File: config.mk
export PLATFORM = sky130hd
export DESIGN_NAME = axil_mem_write_bridge
export DESIGN_NICKNAME = d
export VERILOG_FILES = /design/src/rtl/axil_mem_write_bridge.sv
export SDC_FILE = /design/constraint.sdc
export NUM_CORES = 1
export LEC_CHECK = 0
export CORE_MARGIN = 3
export CORE_UTILIZATION = 45
export DETAILED_ROUTE_END_ITERATION = 7
export PLACE_DENSITY = 0.83
export SLEW_MARGIN = 15
export SYNTH_ARGS = -nofsm -noshare
export SYNTH_HDL_FRONTEND = slang
export SYNTH_SLANG_ARGS = --single-unit
File: constraint.sdc
create_clock -name clk -period 2.9 [get_ports clk]
set_input_delay 0.58 -clock clk [delete_from_list [all_inputs] [get_ports clk]]
set_output_delay 0.58 -clock clk [all_outputs]
set_load 0.1 [all_outputs]
File: src/rtl/axil_mem_write_bridge.sv
// axil_mem_write_bridge: AXI4-Lite write-only slave that feeds the unified memory's
// AXI-side write port. It handles one transaction at a time, range- and strobe-checks
// it against the ring window, and keeps saturating debug counters.
module axil_mem_write_bridge #(
  parameter logic [31:0] WIN_BASE = 32'hA0000100,
  parameter int unsigned WIN_SIZE = 256,
  parameter int unsigned CNT_W    = 16
) (
  input  logic             clk,
  input  logic             rst_n,
  input  logic             s_awvalid,
  output logic             s_awready,
  input  logic [31:0]      s_awaddr,
  input  logic             s_wvalid,
  output logic             s_wready,
  input  logic [31:0]      s_wdata,
  input  logic [3:0]       s_wstrb,
  output logic             s_bvalid,
  input  logic             s_bready,
  output logic [1:0]       s_bresp,
  output logic [31:0]      axi_mem_addr,
  output logic [31:0]      axi_mem_data,
  output logic             axi_mem_w,
  output logic             busy,
  output logic [CNT_W-1:0] wr_count,
  output logic [CNT_W-1:0] err_count
);

  localparam int unsigned ADDR_W = 32;
  localparam int unsigned DATA_W = 32;
  localparam int unsigned STRB_W = 4;

  localparam logic [1:0] RESP_OKAY   = 2'b00;
  localparam logic [1:0] RESP_SLVERR = 2'b10;

  // Window bounds in 33 bits so the top of the address space cannot wrap.
  localparam logic [ADDR_W:0] WIN_LO = {1'b0, WIN_BASE};
  localparam logic [ADDR_W:0] WIN_HI = WIN_LO + (ADDR_W+1)'(WIN_SIZE) - (ADDR_W+1)'(1);

  typedef enum logic [1:0] {
    IDLE  = 2'd0,
    WRITE = 2'd1,
    RESP  = 2'd2
  } state_t;

  state_t              state, state_nx;

  logic                aw_held, aw_held_nx;
  logic                w_held, w_held_nx;
  logic [ADDR_W-1:0]   awaddr_q, awaddr_nx;
  logic [DATA_W-1:0]   wdata_q, wdata_nx;
  logic [STRB_W-1:0]   wstrb_q, wstrb_nx;
  logic                legal_q, legal_nx;

  logic                awready_nx;
  logic                wready_nx;
  logic                bvalid_nx;
  logic [1:0]          bresp_nx;
  logic [ADDR_W-1:0]   mem_addr_nx;
  logic [DATA_W-1:0]   mem_data_nx;
  logic                mem_w_nx;
  logic                busy_nx;
  logic [CNT_W-1:0]    wr_count_nx;
  logic [CNT_W-1:0]    err_count_nx;

  logic                aw_fire_c;
  logic                w_fire_c;
  logic                in_window_c;

  assign aw_fire_c = s_awvalid && s_awready;
  assign w_fire_c  = s_wvalid && s_wready;

  // Window check on the address that will be held after this edge.
  assign in_window_c = ({1'b0, awaddr_nx} >= WIN_LO) && ({1'b0, awaddr_nx} <= WIN_HI);

  // Next-state and next-output logic for capture, memory write and response.
  always_comb begin
    state_nx     = state;
    aw_held_nx   = aw_held;
    w_held_nx    = w_held;
    awaddr_nx    = awaddr_q;
    wdata_nx     = wdata_q;
    wstrb_nx     = wstrb_q;
    legal_nx     = legal_q;
    bvalid_nx    = s_bvalid;
    bresp_nx     = s_bresp;
    mem_addr_nx  = axi_mem_addr;
    mem_data_nx  = axi_mem_data;
    mem_w_nx     = 1'b0;
    wr_count_nx  = wr_count;
    err_count_nx = err_count;

    unique case (state)
      IDLE: begin
        if (aw_fire_c) begin
          aw_held_nx = 1'b1;
          awaddr_nx  = s_awaddr;
        end
        if (w_fire_c) begin
          w_held_nx = 1'b1;
          wdata_nx  = s_wdata;
          wstrb_nx  = s_wstrb;
        end
        // Both beats in hand: issue the memory write in the very next cycle.
        if (aw_held_nx && w_held_nx) begin
          state_nx = WRITE;
          legal_nx = in_window_c && (wstrb_nx == 4'hF);
          if (legal_nx) begin
            mem_w_nx    = 1'b1;
            mem_addr_nx = awaddr_nx;
            mem_data_nx = wdata_nx;
            if (wr_count != '1) begin
              wr_count_nx = wr_count + CNT_W'(1);
            end
          end
        end
      end
      WRITE: begin
        state_nx  = RESP;
        bvalid_nx = 1'b1;
        bresp_nx  = legal_q ? RESP_OKAY : RESP_SLVERR;
        if (!legal_q && (err_count != '1)) begin
          err_count_nx = err_count + CNT_W'(1);
        end
      end
      RESP: begin
        // Response held until the master takes it; then the slots reopen.
        if (s_bready) begin
          state_nx   = IDLE;
          bvalid_nx  = 1'b0;
          bresp_nx   = RESP_OKAY;
          aw_held_nx = 1'b0;
          w_held_nx  = 1'b0;
        end
      end
      default: begin
        state_nx = IDLE;
      end
    endcase

    awready_nx = (state_nx == IDLE) && !aw_held_nx;
    wready_nx  = (state_nx == IDLE) && !w_held_nx;
    busy_nx    = (state_nx != IDLE) || aw_held_nx || w_held_nx;
  end

  // State, holding slots and all registered outputs.
  always_ff @(posedge clk or negedge rst_n) begin
    if (!rst_n) begin
      state        <= IDLE;
      aw_held      <= 1'b0;
      w_held       <= 1'b0;
      awaddr_q     <= '0;
      wdata_q      <= '0;
      wstrb_q      <= '0;
      legal_q      <= 1'b0;
      s_awready    <= 1'b0;
      s_wready     <= 1'b0;
      s_bvalid     <= 1'b0;
      s_bresp      <= RESP_OKAY;
      axi_mem_addr <= '0;
      axi_mem_data <= '0;
      axi_mem_w    <= 1'b0;
      busy         <= 1'b0;
      wr_count     <= '0;
      err_count    <= '0;
    end else begin
      state        <= state_nx;
      aw_held      <= aw_held_nx;
      w_held       <= w_held_nx;
      awaddr_q     <= awaddr_nx;
      wdata_q      <= wdata_nx;
      wstrb_q      <= wstrb_nx;
      legal_q      <= legal_nx;
      s_awready    <= awready_nx;
      s_wready     <= wready_nx;
      s_bvalid     <= bvalid_nx;
      s_bresp      <= bresp_nx;
      axi_mem_addr <= mem_addr_nx;
      axi_mem_data <= mem_data_nx;
      axi_mem_w    <= mem_w_nx;
      busy         <= busy_nx;
      wr_count     <= wr_count_nx;
      err_count    <= err_count_nx;
    end
  end

endmodule

# Word level (Yosys, flattened, before mapping)
# Index checks and enable logic that the tools add are counted.
[totals]
word_cells = 73
in_bits = 73
out_inout_bits = 103
register_bits = 176
[op_classes]
addsub = 2
magnitude_cmp = 2
eq_ne = 6
n_mux = 24
reduce_logical = 22
[op_table]
columns = ["operator", "n"]
rows = [
  ["2-to-1 mux 32 bit", 3],
  ["adder 16 x 1 -> 16 bit, second input constant", 2],
  ["greater-or-equal comparator 32 bit, second input constant", 1],
  ["less-or-equal comparator 32 bit, second input constant", 1],
  ["!= test 16 bit, second input constant", 2],
  ["2-to-1 mux 1 bit", 10],
  ["logical AND 1 bit", 8],
  ["2-to-1 mux 2 bit", 4],
  ["2-to-1 mux 4 bit", 2],
  ["one-hot mux 1 bit (2 select lines)", 3],
  ["one-hot mux 2 bit (3 select lines)", 1],
  ["AND reduction 2 bit", 3],
  ["== test 4 bit, second input constant", 1],
  ["zero test 2 bit", 2],
  ["one-hot mux 2 bit (2 select lines)", 1],
  ["AND reduction 4 bit", 1],
  ["nonzero test 2 bit", 2],
  ["zero test 1 bit", 3],
  ["AND reduction 3 bit", 1],
  ["== test 2 x 1 -> 1 bit, second input constant", 1],
  ["== test 2 bit, second input constant", 1],
  ["logical OR 1 bit", 2],
  ["!= test 2 bit, second input constant", 1],
]

# Logic depth before layout (Yosys ltp)
# Gate-level depths: netlist (run 1).
[depth]
word_depth = 9
ltp_mapped = 9
ltp_nobuf = 6

# Worst setup path before layout (run 1)
# OpenSTA, ideal clock, no wires.
[synth_timing]
path_type = "register to register"
from = "reg s_awready"
to = "reg wr_count[7]"
setup_slack_ps = 317
path_buffers = 2
arrival_ps = 2418
t_required_ps = 2736
synth_period_minus_slack_ps = 2583
setup_ps = 164
stages_incl_launch_ff = 8
cell_sequence = "dfrtp_1 nand2_2 and3b_1 o221ai_1 buf_4 buf_4 nor3_1 xor2_1"
[synth_between]
elab_chain_len = 7
word_cells_on_any_way = 11
classes_between = "2 x order compare; 4 x mux; 5 x reduce/logical"
[synth_lines]
columns = ["element", "line", "source"]
rows = [
  ["from (decl)", "12", "output logic s_awready,"],
  ["from (signal assigned)", "174", "s_awready <= awready_nx;"],
  ["logical AND 1 bit *", "70", "assign aw_fire_c = s_awvalid && s_awready;"],
  ["2-to-1 mux 32 bit", "95", "if (aw_fire_c) begin"],
  ["2-to-1 mux 32 bit", "93", "unique case (state)"],
  ["greater-or-equal comparator 32 bit or less-or-equal comparator 32 bit (tied branches)", "74", "assign in_window_c = ({1'b0, awaddr_nx} >= WIN_LO) && ({1'b0, awaddr_nx} <= WIN_HI);"],
  ["logical AND 1 bit", "74", ""],
  ["logical AND 1 bit", "107", "legal_nx = in_window_c && (wstrb_nx == 4'hF);"],
  ["AND reduction 4 bit (no line) *", "--", ""],
  ["to (signal assigned)", "182", "wr_count <= wr_count_nx;"],
  ["to (decl)", "25", "output logic [CNT_W-1:0] wr_count,"],
]
# Mark *: on every way between the ends. The rest lies on a longest branch, timed or not. The select of a mux whose other input is x is not followed.
# A chain may end at the register's enable or synchronous reset.

# Worst setup path after layout (run 1)
[layout_timing]
from = "in s_awaddr[28]"
to = "reg wr_count[10]"
[layout_between]
elab_chain_len = 6
word_cells_on_any_way = 7
classes_between = "2 x order compare; 2 x mux; 3 x reduce/logical"
[layout_lines]
columns = ["element", "line", "source"]
rows = [
  ["from (decl)", "13", "input logic [31:0] s_awaddr,"],
  ["2-to-1 mux 32 bit *", "95", ""],
  ["2-to-1 mux 32 bit *", "93", ""],
  ["greater-or-equal comparator 32 bit or less-or-equal comparator 32 bit (tied branches)", "74", ""],
  ["logical AND 1 bit *", "74", ""],
  ["logical AND 1 bit *", "107", ""],
  ["AND reduction 4 bit (no line) *", "--", ""],
]
# Mark *: on every way between the ends. The rest lies on a longest branch, timed or not.

==> results of run 1 <==
power groups by stage:
stage | sequential, mW | clock (mW) | combinational [mW]
floorplan | 3.70 | 0 | 1.05
global placement | 3.34 | 0 | 1.88
detailed placement | 3.40 | 0 | 1.97
CTS | 3.36 | 2.20 | 1.98
global route | 3.42 | 2.30 | 2.10
finish | 3.36 | 2.15 | 1.96
state kept, by name (all words and copies together) (netlist names), 2 cells and up:
signal,flops
wdata_q,32
awaddr_q,32
wstrb_q,4
state,2
wr_count,16
axi_mem_addr,32
err_count,16
axi_mem_data,32
worst register-to-register path: stages (launching register included):
cell and delay, ns:
sky130_fd_sc_hd__dfrtp_1 0.57, sky130_fd_sc_hd__inv_1 0.17, sky130_fd_sc_hd__or3_1 0.44, sky130_fd_sc_hd__nor4_1 0.55, sky130_fd_sc_hd__nand3_1 0.17, sky130_fd_sc_hd__xnor2_1 0.15
routing by layer:
layer,vias up,GRT usage,part of all wire
met3,37,0.0447,0.050
met2,172,0.333,0.50
li1,2475,-,-
met5,-,0,0
met4,0,0.0854,0.028
met1,2732,0.256,0.42
area by class of cell:
type / instances / area, um^2
Inverter: 5 / 18.8
Timing Repair Buffer: 187 / 1640
Multi-Input combinational cell: 380 / 2930
Fill cell: 1241 / 6270
Tap cell: 216 / 270
Sequential cell: 175 / 4380
Clock buffer: 22 / 464
Clock inverter: 10 / 88.8
worst max path at each step:
stage | start | end | slack [ns]
4_1_cts | s_awaddr[28] | axi_mem_addr[18]$_DFFE_PN0P_ | 0.63
2_1_floorplan | s_awready$_DFF_PN0_ | wr_count[7]$_DFFE_PN0P_ | 0.32
6_report | s_awaddr[28] | wr_count[10]$_DFFE_PN0P_ | 0.59
5_1_grt | s_awaddr[28] | wr_count[10]$_DFFE_PN0P_ | 0.49
3_3_place_gp | s_awaddr[28] | axi_mem_addr[9]$_DFFE_PN0P_ | 0.20
3_5_place_dp | s_awaddr[28] | axi_mem_addr[18]$_DFFE_PN0P_ | 0.17
cell families after synthesis:
logic type,Yosys count,synth area share
AOI/OAI and AO/OA,97,0.0686
xor gates and xnor gates,28,0.0329
adders and majority gates,2,0.00336
buffers and inverters,37,0.0260
DFF,175,0.587
muxes,111,0.161
other,1,0.000503
and+or+nand+nor,141,0.121
through the flow:
| stage | utilization | hold slack [ns] | cells | worst slack, ns | instance area [um^2] |
|---|---|---|---|---|---|
| 6_report | 0.610 | 0.161 | 995 | 0.586 | 9790 |
| 5_1_grt | 0.610 | 0.219 | 995 | 0.485 | 9790 |
| 4_1_cts | 0.610 | 0.199 | 995 | 0.628 | 9790 |
| 3_5_place_dp | 0.575 | 0.455 | 963 | 0.174 | 9240 |
| 3_3_place_gp | 0.575 | 0.454 | 963 | 0.201 | 9240 |
| 2_1_floorplan | - | 0.284 | 592 | 0.317 | 7460 |
layout by cell type (no fill, tap or decap), drive strengths merged, types with 3 or more instances in the layout:
cell           Yosys  routed
dfrtp            175     175
buf               20     116
o21ai             85      85
clkdlybuf4s50      0      71
mux2              70      70
mux2i             41      41
and2              23      23
clkbuf            12      22
nor4              20      20
nand2             18      18
xor2              17      17
nand3             13      13
nand4             13      13
nor2              12      12
xnor2             11      11
nor3              11      11
and3               8       8
a21oi              6       6
nand2b             6       6
inv                5       5
and4               5       5
clkinv             0       5
clkinvlp           0       4
nor4bb             3       3
==> metrics.log, run 1 <==
[metrics] result of the run: complete, no violations
[metrics] post-synthesis sequential element count: 175
[metrics] sw frac: 0.320
[metrics] prevailing post-synth register cell: sky130_fd_sc_hd__dfrtp_1
[metrics] antenna violations before repair: 0
[metrics] CP endpoint kind: flop
[metrics] P_int: ~5.1 mW
[metrics] initial core utilization: 0.464
[metrics] share of synthesized area occupied by flip-flops and latches: 0.587
[metrics] sum of negative setup slack: 0 ns
[metrics] worst setup slack for register-to-register paths: 0.73 ns
[metrics] top area cells in the synthesized netlist: sky130_fd_sc_hd__dfrtp_1 (59%), sky130_fd_sc_hd__mux2_2 (11%), sky130_fd_sc_hd__mux2i_1 (5.5%), sky130_fd_sc_hd__o21ai_0 (3.7%), sky130_fd_sc_hd__o21ai_1 (2.0%)
[metrics] remaining global-route overflow: 0
[metrics] violation count after the first detailed-routing iteration: 251
[metrics] number of levels in the clock H-tree: 4
[metrics] mean cell area of the mapped netlist: ~13 um^2
[metrics] Worst Hold Class: primary input to async pin
[metrics] global-route usage over all layers: 0.201
[metrics] kind of critical path: primary input to flop
[metrics] Relative slew margins: 0.536
[metrics] Total Nets Final: ~840
[metrics] Clock Tree Buf Depth: 2
[metrics] clock skew after layout: 0.00661 ns
[metrics] routed via count divided by cell count: 5.44
[metrics] dominant delay contributor by cell family on the critical path: simple AND/OR/NAND/NOR gates
[metrics] maximum fanout along the worst path: 17
[metrics] final critical delay including setup and external delays: 2.31 ns
[metrics] leakage component of the power: 4.73 nW
[metrics] Via Count: 5416
[metrics] number of distinct library cells after synthesis: 41
[metrics] number of warnings printed during yosys synthesis: 0
[metrics] cell type contributing the most total cell area after synthesis: sky130_fd_sc_hd__dfrtp_1
[metrics] Clock Root Buffer: sky130_fd_sc_hd__clkbuf_16
[metrics] depth of the most critical reg-to-reg path: 5
[metrics] critical path's slowest cell: sky130_fd_sc_hd__nor4_1
[metrics] final hold viol count: 0
[metrics] number of buffers inserted during clock tree synthesis: 17
[metrics] weighted congestion reported at the end of routability-driven placement: 0.848
[metrics] wire length of the first global-routing pass: between 20000 and 30000 um
[metrics] peak clock frequency supported by timing: approximately 0.43 GHz
[metrics] number of cells produced by synthesis: 592
[metrics] max-slew violation count: 0
[metrics] area share of the largest cell type after synthesis: 0.587
[metrics] post-layout total power: between 7 and 8 mW
[metrics] Worst Max-Slew Pin Slew: 0.696 ns
[metrics] relative contribution of combinational cells to total power: 0.262
[metrics] count of pins on the block boundary: 176
[metrics] number of cells on the critical path: 7
[metrics] Chip Width: 135 um
[metrics] Final Setup Violations: 0
[metrics] number of setup buffers added after CTS: 0
[metrics] category of the worst setup path launch point: primary input
[metrics] hpwl dp: 12500 um
[metrics] Max stage delay on crit path: 0.48 ns
[metrics] netlist area before placement: 0.00746 mm^2
[metrics] remaining antenna violation count: 0
[metrics] clk slew on worst S/H paths: 0.06 ns
[metrics] part of the total power dissipated in sequential elements: 0.450
[metrics] RSZ-0062 raised after global routing: false
[metrics] floorplan core area: about 0.016 mm^2
[metrics] CTS tree: done
[metrics] post-cts gate resize count: 0
[metrics] number of flops mapped to enable cells by yosys: 0
[metrics] post-detailed-route DRC marker count: 0
[metrics] pin count of the biggest net entering global routing: between 70 and 80
[metrics] via count of the first global-routing pass: approximately 5600
[metrics] IO buf count: roughly 170
[metrics] Total Routed Length: 17700 um
[metrics] ratio of cells with drive above 1 in the final layout: 0.302
[metrics] share of flip-flops with an asynchronous set or reset after synthesis: 1.00
[metrics] Psw: 2.39 mW
[metrics] Die Footprint: 0.0182 mm^2
[metrics] Pwr Density: 763 mW/mm^2
[metrics] most used standard cell by instance count after synthesis: sky130_fd_sc_hd__dfrtp_1
[metrics] Routed WL per cell: 17.8 um
[metrics] number of detailed-route iterations in the first pass: 5
[metrics] Required @ worst endpoint: 3.25 ns
[metrics] endpoint of the worst-slack reg-to-reg timing path: err_count[10]$_DFFE_PN0P_
[metrics] hold-fix buffer count after cts: 0
[metrics] clock network fraction of total power: 0.288
[metrics] Ant. Diodes: 0
[metrics] total clock sinks: approximately 180
[metrics] post-synthesis net count: approximately 670
[metrics] Critical path buffers and inverters: 2
[metrics] number of core rows: between 40 and 50
[metrics] final critical-path share of the clock period: 0.798
[metrics] startpoint of the most critical register-to-register path: state[0]$_DFF_PN0_
[metrics] most frequent cells after synthesis: sky130_fd_sc_hd__dfrtp_1 (175), sky130_fd_sc_hd__mux2_2 (70), sky130_fd_sc_hd__o21ai_0 (55)
[metrics] Max Cap Violations: 0
[metrics] clk_lat worst skew: 0.43 ns
[metrics] largest vdd supply drop: 0.000838 V
[metrics] arrival time of the worst setup path: about 2.7 ns
[metrics] cells along the critical path: clkdlybuf4s50_1, nor4_1, and3_1, a2bb2oi_4, buf_4, o41a_1, a21oi_1
[metrics] chip height: 135 um
[metrics] synthesis-to-layout area growth: 31.3%
(Power assumes the default switching activity.)
==> inputs of run 2 (changes only) <==
- clock period: 2.9 -> 2.2 ns (I/O delays scaled with it)
==> metrics.log, run 2 (synthesized netlist as in run 1, its figures left out) <==
[metrics] Max Cap Violations: 0 (unchanged)
[metrics] final standard cell utilization of the core: 0.628 (+0.0182)
[metrics] ratio of cells with drive above 1 in the final layout: 0.353 (+0.0513)
[metrics] weighted congestion reported at the end of routability-driven placement: 0.837 (-1.2%)
[metrics] chip height: 135 um (unchanged)
[metrics] CP endpoint kind: flop
[metrics] routed via count divided by cell count: 5.33 (-2.1%)
[metrics] maximum fanout along the worst path: 37 (+20)
[metrics] max-slew violation count: 0 (unchanged)
[metrics] Worst Hold Class: flop to flop
[metrics] post-layout total power: 10.2 mW (+36%)
[metrics] depth of the most critical reg-to-reg path: 6 (+1)
[metrics] worst hold endpoint: axi_mem_addr[29]$_DFFE_PN0P_
[metrics] antenna violations before repair: 1 (+1)
[metrics] Die Footprint: 0.0182 mm^2 (unchanged)
[metrics] number of levels in the clock H-tree: 4 (unchanged)
[metrics] highest layer used for signal routing: met5
[metrics] peak clock frequency supported by timing: around 0.47 GHz
[metrics] DP Worst Slack: -0.343 ns (-0.517 ns)
[metrics] startpoint of the most critical register-to-register path: awaddr_q[16]$_DFF_PN0_
[metrics] category of the worst setup path launch point: primary input
[metrics] critical path's slowest cell: sky130_fd_sc_hd__clkdlybuf4s50_1
[metrics] number of buffers inserted during clock tree synthesis: 17 (unchanged)
[metrics] final critical delay including setup and external delays: 2.11 ns
[metrics] Final Setup Violations: 0 (unchanged)
[metrics] worst setup slack for register-to-register paths: 0.09 ns (-0.64 ns)
[metrics] Min-Delay Startpoint: axi_mem_addr[29]$_DFFE_PN0P_
[metrics] Relative slew margins: 0.551 (+0.0152)
[metrics] IO buf count: 174 (unchanged)
[metrics] final critical-path share of the clock period: 0.960
[metrics] CTS tree: done
[metrics] floorplan core area: 0.0161 mm^2 (unchanged)
[metrics] Worst Max-Slew Pin Slew: 0.667 ns (-0.0290 ns)
[metrics] via count of the first global-routing pass: 5821 (+3.7%)
[metrics] wire length of the first global-routing pass: 29600 um (+2.3%)
[metrics] remaining antenna violation count: 0 (unchanged)
[metrics] Total Routed Length: 18100 um (+2.3%)
[metrics] final instance count without filler cells: 1015 (+2.0%)
[metrics] leakage component of the power: 4.83 nW (+2.2%)
[metrics] Max stage delay on crit path: 0.43 ns (-0.05 ns)
[metrics] Routed WL per cell: 17.8 um (+0.31%)
[metrics] Via Count: 5410 (-0.11%)
[metrics] commonest cells after routing, fill and taps aside: sky130_fd_sc_hd__dfrtp_1 (153), sky130_fd_sc_hd__buf_4 (127), sky130_fd_sc_hd__clkdlybuf4s50_1 (71)
[metrics] length of routed met3 wiring: 1160 um (+31%)
[metrics] clk slew on worst S/H paths: 0.07 ns (about the same)
[metrics] number of detailed-route iterations in the first pass: 4 (-1)
[metrics] initial core utilization: 0.464 (unchanged)
[metrics] detailed route wirelength on metal2: 9060 um (+2.1%)
[metrics] cells along the critical path: clkdlybuf4s50_1, nor4_1, buf_4, and3_1, a2bb2oi_4, or2_2, buf_12, o21ai_0
[metrics] endpoint of the worst-slack reg-to-reg timing path: axi_mem_data[7]$_DFFE_PN0P_
[metrics] largest vdd supply drop: 0.000508 V (-39%)
[metrics] WHS Path Cells: 1
[metrics] Pwr Density: 1010 mW/mm^2 (+32%)
[metrics] number of setup buffers added after CTS: 0 (unchanged)
[metrics] result of the run: complete, no violations
[metrics] pin count of the biggest net entering global routing: 56 (-25%)
[metrics] violation count after the first detailed-routing iteration: 429 (+71%)
[metrics] Final WS setup: 0.0870 ns (-0.499 ns)
[metrics] arrival time of the worst setup path: 2.43 ns (-0.23 ns)
[metrics] Required @ worst endpoint: 2.51 ns (-0.74 ns)
[metrics] most common cell after layout, fill and taps aside: sky130_fd_sc_hd__dfrtp_1
[metrics] M1 WL: 7690 um (+3.4%)
[metrics] hpwl dp: 12800 um (+2.6%)
[metrics] remaining global-route overflow: 0 (unchanged)
[metrics] Clock Tree Buf Depth: 2 (unchanged)
[metrics] placed cells: 982 (+2.0%)
[metrics] clk_lat worst skew: 0.42 ns (about the same)
[metrics] Total Nets Final: 861 (+2.4%)
[metrics] total clock sinks: 175 (unchanged)
[metrics] final hold viol count: 0 (unchanged)
[metrics] clock skew after layout: 0.00969 ns (+0.00308 ns)
[metrics] global-route usage over all layers: 0.203 (+0.00169)
[metrics] Clock Root Buffer: sky130_fd_sc_hd__clkbuf_16
[metrics] count of pins on the block boundary: 176 (unchanged)
[metrics] number of core rows: 46 (unchanged)
[metrics] Chip Width: 135 um (unchanged)
[metrics] kind of critical path: primary input to flop
[metrics] Ant. Diodes: 0 (unchanged)
[metrics] synthesis-to-layout area growth: 35.2%
[metrics] post-detailed-route DRC marker count: 0 (unchanged)
## run 2: stage by stage
| stage | hold slack, ns | setup TNS, ns | instance area [um^2] |
|---|---|---|---|
| floorplan | 0.144 | 0 | 7490 |
| global placement | 0.388 | -21.12 | 9450 |
| detailed placement | 0.403 | -21.51 | 9450 |
| CTS | 0.479 | 0 | 10100 |
| global route | 0.499 | -0.0195 | 10100 |
| finish | 0.476 | 0 | 10100 |
## run 2: layer usage
| metal | up-vias | track usage |
|---|---|---|
| met5 | - | 0 |
| met1 | 2726 | 0.264 |
| met2 | 156 | 0.334 |
| li1 | 2507 | - |
| met3 | 19 | 0.0581 |
| met4 | 2 | 0.0571 |
## run 2: report_power, final
part	leakage, nW	internal (mW)	switching, mW
Combinational	2.28	1.19	1.48
Clock	0.290	1.76	1.30
Sequential	2.26	3.95	0.472
## run 2: cell type report
cell class | count | area (um^2)
clock inverters | 13 | 154
multi-input cells | 380 | 2950
clock buffers | 19 | 453
flip-flops and latches | 175 | 4410
well taps | 216 | 270
repair buffers | 207 | 1830
fillers | 1204 | 5970
inverters | 5 | 18.8
## run 2: what timing repair did
item,in CTS,in global routing
endpoints found under the setup margin,0,17
endpoints found under the hold margin,42,0
resized for setup,0,3
hold buffers,1,0
## run 2: worst max-delay path by stage
stage | from | to | slack [ns]
finish | s_awaddr[28] | axi_mem_data[7]$_DFFE_PN0P_ | 0.09
global route | awaddr_q[16]$_DFF_PN0_ | axi_mem_data[0]$_DFFE_PN0P_ | -0.02
CTS | awaddr_q[16]$_DFF_PN0_ | axi_mem_data[7]$_DFFE_PN0P_ | 0.02
detailed placement | s_awaddr[16] | wr_count[1]$_DFFE_PN0P_ | -0.34
global placement | s_awaddr[16] | wr_count[1]$_DFFE_PN0P_ | -0.34
floorplan | err_count[9]$_DFFE_PN0P_ | err_count[4]$_DFFE_PN0P_ | 0.007
## run 2: worst max-delay path, delay by kind of cell
kind	cells	cell delay (ns)
buffers and inverters	3	0.78
AND/OR/NAND/NOR	3	0.85
AO/OA/AOI/OAI	2	0.33
==> inputs of run 3 (changes only) <==
- MAX_ROUTING_LAYER: default -> met4
==> metrics.log, run 3 (synthesized netlist as in run 1, its figures left out) <==
[metrics] Clock Tree Buf Depth: 2 (unchanged)
[metrics] number of detailed-route iterations in the first pass: 4 (unchanged)
[metrics] remaining antenna violation count: 0 (unchanged)
[metrics] clock network fraction of total power: 0.301 (about the same)
[metrics] startpoint of the most critical register-to-register path: awaddr_q[16]$_DFF_PN0_
[metrics] endpoint of the most critical setup path: axi_mem_data[7]$_DFFE_PN0P_
[metrics] weighted congestion reported at the end of routability-driven placement: 0.850 (+1.5%)
[metrics] Total Nets Final: 861 (unchanged)
[metrics] sum of negative setup slack: 0 ns (unchanged)
[metrics] leakage component of the power: 4.83 nW (unchanged)
[metrics] depth of the most critical reg-to-reg path: 6 (unchanged)
[metrics] Final Setup Violations: 0 (unchanged)
[metrics] Worst Hold Class: flop to flop
[metrics] worst setup slack for register-to-register paths: 0.09 ns (about the same)
[metrics] startpoint of the most critical setup path: awaddr_q[16]$_DFF_PN0_
[metrics] max-slew violation count: 0 (unchanged)
[metrics] initial core utilization: 0.464 (unchanged)
[metrics] maximum fanout along the worst path: 37 (unchanged)
[metrics] clk slew on worst S/H paths: 0.07 ns (about the same)
[metrics] remaining global-route overflow: 0 (unchanged)
[metrics] relative contribution of combinational cells to total power: 0.264 (about the same)
[metrics] chip height: 135 um (unchanged)
[metrics] Max Cap Violations: 0 (unchanged)
[metrics] Psw: 3.25 mW (-0.28%)
[metrics] hpwl dp: 12800 um (unchanged)
[metrics] Die Footprint: 0.0182 mm^2 (unchanged)
[metrics] final hold viol count: 0 (unchanged)
[metrics] critical path's slowest cell: sky130_fd_sc_hd__dfrtp_1
[metrics] routed via count divided by cell count: 5.35 (+0.33%)
[metrics] clock skew after layout: 0.00938 ns (-0.000318 ns)
[metrics] number of buffers inserted during clock tree synthesis: 17 (unchanged)
[metrics] CP endpoint kind: flop
[metrics] Filler Cells Inserted: 1205 (+0.083%)
[metrics] floorplan core area: 0.0161 mm^2 (unchanged)
[metrics] category of the worst setup path launch point: flop
[metrics] ratio of cells with drive above 1 in the final layout: 0.353 (unchanged)
[metrics] arrival time of the worst setup path: 2.42 ns (about the same)
[metrics] area of all sequential standard cells: 0.00441 mm^2 (unchanged)
[metrics] Pwr Density: 1010 mW/mm^2 (-0.12%)
[metrics] Chip Width: 135 um (unchanged)
[metrics] number of levels in the clock H-tree: 4 (unchanged)
[metrics] wire length of the first global-routing pass: 29500 um (-0.16%)
[metrics] Clock Root Buffer: sky130_fd_sc_hd__clkbuf_16
[metrics] count of pins on the block boundary: 176 (unchanged)
[metrics] CTS tree: done
[metrics] clk_lat worst skew: 0.42 ns (about the same)
[metrics] antenna violations before repair: 1 (unchanged)
[metrics] number of setup buffers added after CTS: 0 (unchanged)
[metrics] synthesis-to-layout area growth: 35.3% (about the same)
[metrics] peak clock frequency supported by timing: 0.473 GHz (about the same)
[metrics] pin count of the biggest net entering global routing: 56 (unchanged)
[metrics] Total Routed Length: 18100 um (-0.15%)
[metrics] cells along the critical path: nor4_2, nand4_1, a2bb2oi_4, or2_2, buf_12, o21ai_0
[metrics] kind of critical path: flop to flop
[metrics] area taken by multi-input logic gates: 0.00295 mm^2 (unchanged)
[metrics] Max stage delay on crit path: 0.40 ns (-0.03 ns)
[metrics] post-detailed-route DRC marker count: 0 (unchanged)
[metrics] smallest hold slack: 0.477 ns (+0.00107 ns)
[metrics] number of cells on the critical path: 6 (-2)
[metrics] IO buf count: 174 (unchanged)
[metrics] final critical delay including setup and external delays: 2.11 ns (-0.000927 ns)
[metrics] Worst Max-Slew Pin Slew: 0.670 ns (+0.00245 ns)
[metrics] Relative slew margins: 0.549 (-0.00165)
[metrics] Routed WL per cell: 17.8 um (-0.25%)
[metrics] sw frac: 0.320 (-0.000596)
[metrics] via count of the first global-routing pass: 5828 (+0.12%)
[metrics] endpoint of the worst-slack reg-to-reg timing path: axi_mem_data[7]$_DFFE_PN0P_
[metrics] final critical-path share of the clock period: 0.960 (about the same)
[metrics] dominant delay contributor by cell family on the critical path: simple AND/OR/NAND/NOR gates
[metrics] part of the total power dissipated in sequential elements: 0.435 (about the same)
[metrics] commonest cells after routing, fill and taps aside: sky130_fd_sc_hd__dfrtp_1 (153), sky130_fd_sc_hd__buf_4 (127), sky130_fd_sc_hd__clkdlybuf4s50_1 (71)
[metrics] number of core rows: 46 (unchanged)
[metrics] P_int: 6.90 mW (about the same)
[metrics] global-route usage over all layers: 0.209 (+0.00579)
[metrics] final standard cell utilization of the core: 0.628 (about the same)
[metrics] largest vdd supply drop: 0.000506 V (-0.38%)
[metrics] total clock sinks: 175 (unchanged)
[metrics] violation count after the first detailed-routing iteration: 416 (-3.0%)
[metrics] Via Count: 5433 (+0.43%)
[metrics] result of the run: complete, no violations
[metrics] most common cell after layout, fill and taps aside: sky130_fd_sc_hd__dfrtp_1
[metrics] Required @ worst endpoint: 2.51 ns (about the same)
[metrics] Critical path buffers and inverters: 1 (-2)
-- run 3: worst register-to-register path, delay by kind of cell (launching register included) --
family	cells	cell delay, ns
AO/OA/AOI/OAI	2	0.50
buffers and inverters	1	0.18
flip-flops	1	0.40
AND/OR/NAND/NOR	3	0.93
-- run 3: power groups by stage --
stage | sequential [mW] | combinational (mW) | clock [mW]
after floorplan | 4.90 | 1.38 | 0
after global placement | 4.39 | 2.57 | 0
after detailed placement | 4.47 | 2.69 | 0
after CTS | 4.42 | 2.70 | 3.12
after global routing | 4.52 | 2.87 | 3.27
final | 4.42 | 2.68 | 3.05
-- run 3: area by class of cell --
| class | count | area share |
|---|---|---|
| Multi-Input combinational cell | 380 | 0.293 |
| Tap cell | 216 | 0.0268 |
| Antenna cell | 1 | 0.000248 |
| Sequential cell | 175 | 0.437 |
| Timing Repair Buffer | 207 | 0.181 |
| Inverter | 5 | 0.00186 |
| Clock inverter | 13 | 0.0153 |
| Clock buffer | 19 | 0.0449 |
-- run 3: timing repair --
item / 4_1_cts / 5_1_grt
endpoints found under the setup margin: 0 / 17
hold buffers: 1 / 0
gates resized for setup: 0 / 3
endpoints found under the hold margin: 42 / 0
-- run 3: worst min-delay path by stage --
stage / startpoint / slack, ns / depth (start not counted) / end
after floorplan: rst_n / 0.14 / 0 / aw_held$_DFF_PN0_
after global placement: rst_n / 0.39 / 1 / axi_mem_addr[23]$_DFFE_PN0P_
after detailed placement: rst_n / 0.40 / 1 / axi_mem_addr[24]$_DFFE_PN0P_
after CTS: axi_mem_addr[29]$_DFFE_PN0P_ / 0.48 / 1 / axi_mem_addr[29]$_DFFE_PN0P_
after global routing: axi_mem_addr[29]$_DFFE_PN0P_ / 0.50 / 1 / axi_mem_addr[29]$_DFFE_PN0P_
final: axi_mem_addr[29]$_DFFE_PN0P_ / 0.48 / 1 / axi_mem_addr[29]$_DFFE_PN0P_
-- run 3: metrics by stage --
stage	instances	worst slack [ns]	cell area, um^2	total power, mW
6_report	1016	0.0879	10100	10.2
5_1_grt	1016	-0.0200	10100	10.7
4_1_cts	1015	0.0230	10100	10.2
3_5_place_dp	982	-0.343	9450	7.16
3_3_place_gp	982	-0.337	9450	6.96
2_1_floorplan	592	0.00737	7490	6.28
-- run 3: layer usage --
metal  part of all wire  track usage  vias to the layer above  wire length, um
met5                  0            -                        -                0
met1               0.43        0.267                     2744             7690
met4              0.012       0.0571                        0              210
met2               0.50        0.334                      156             9020
li1                   -            -                     2512                -
met3              0.064       0.0525                       21             1150
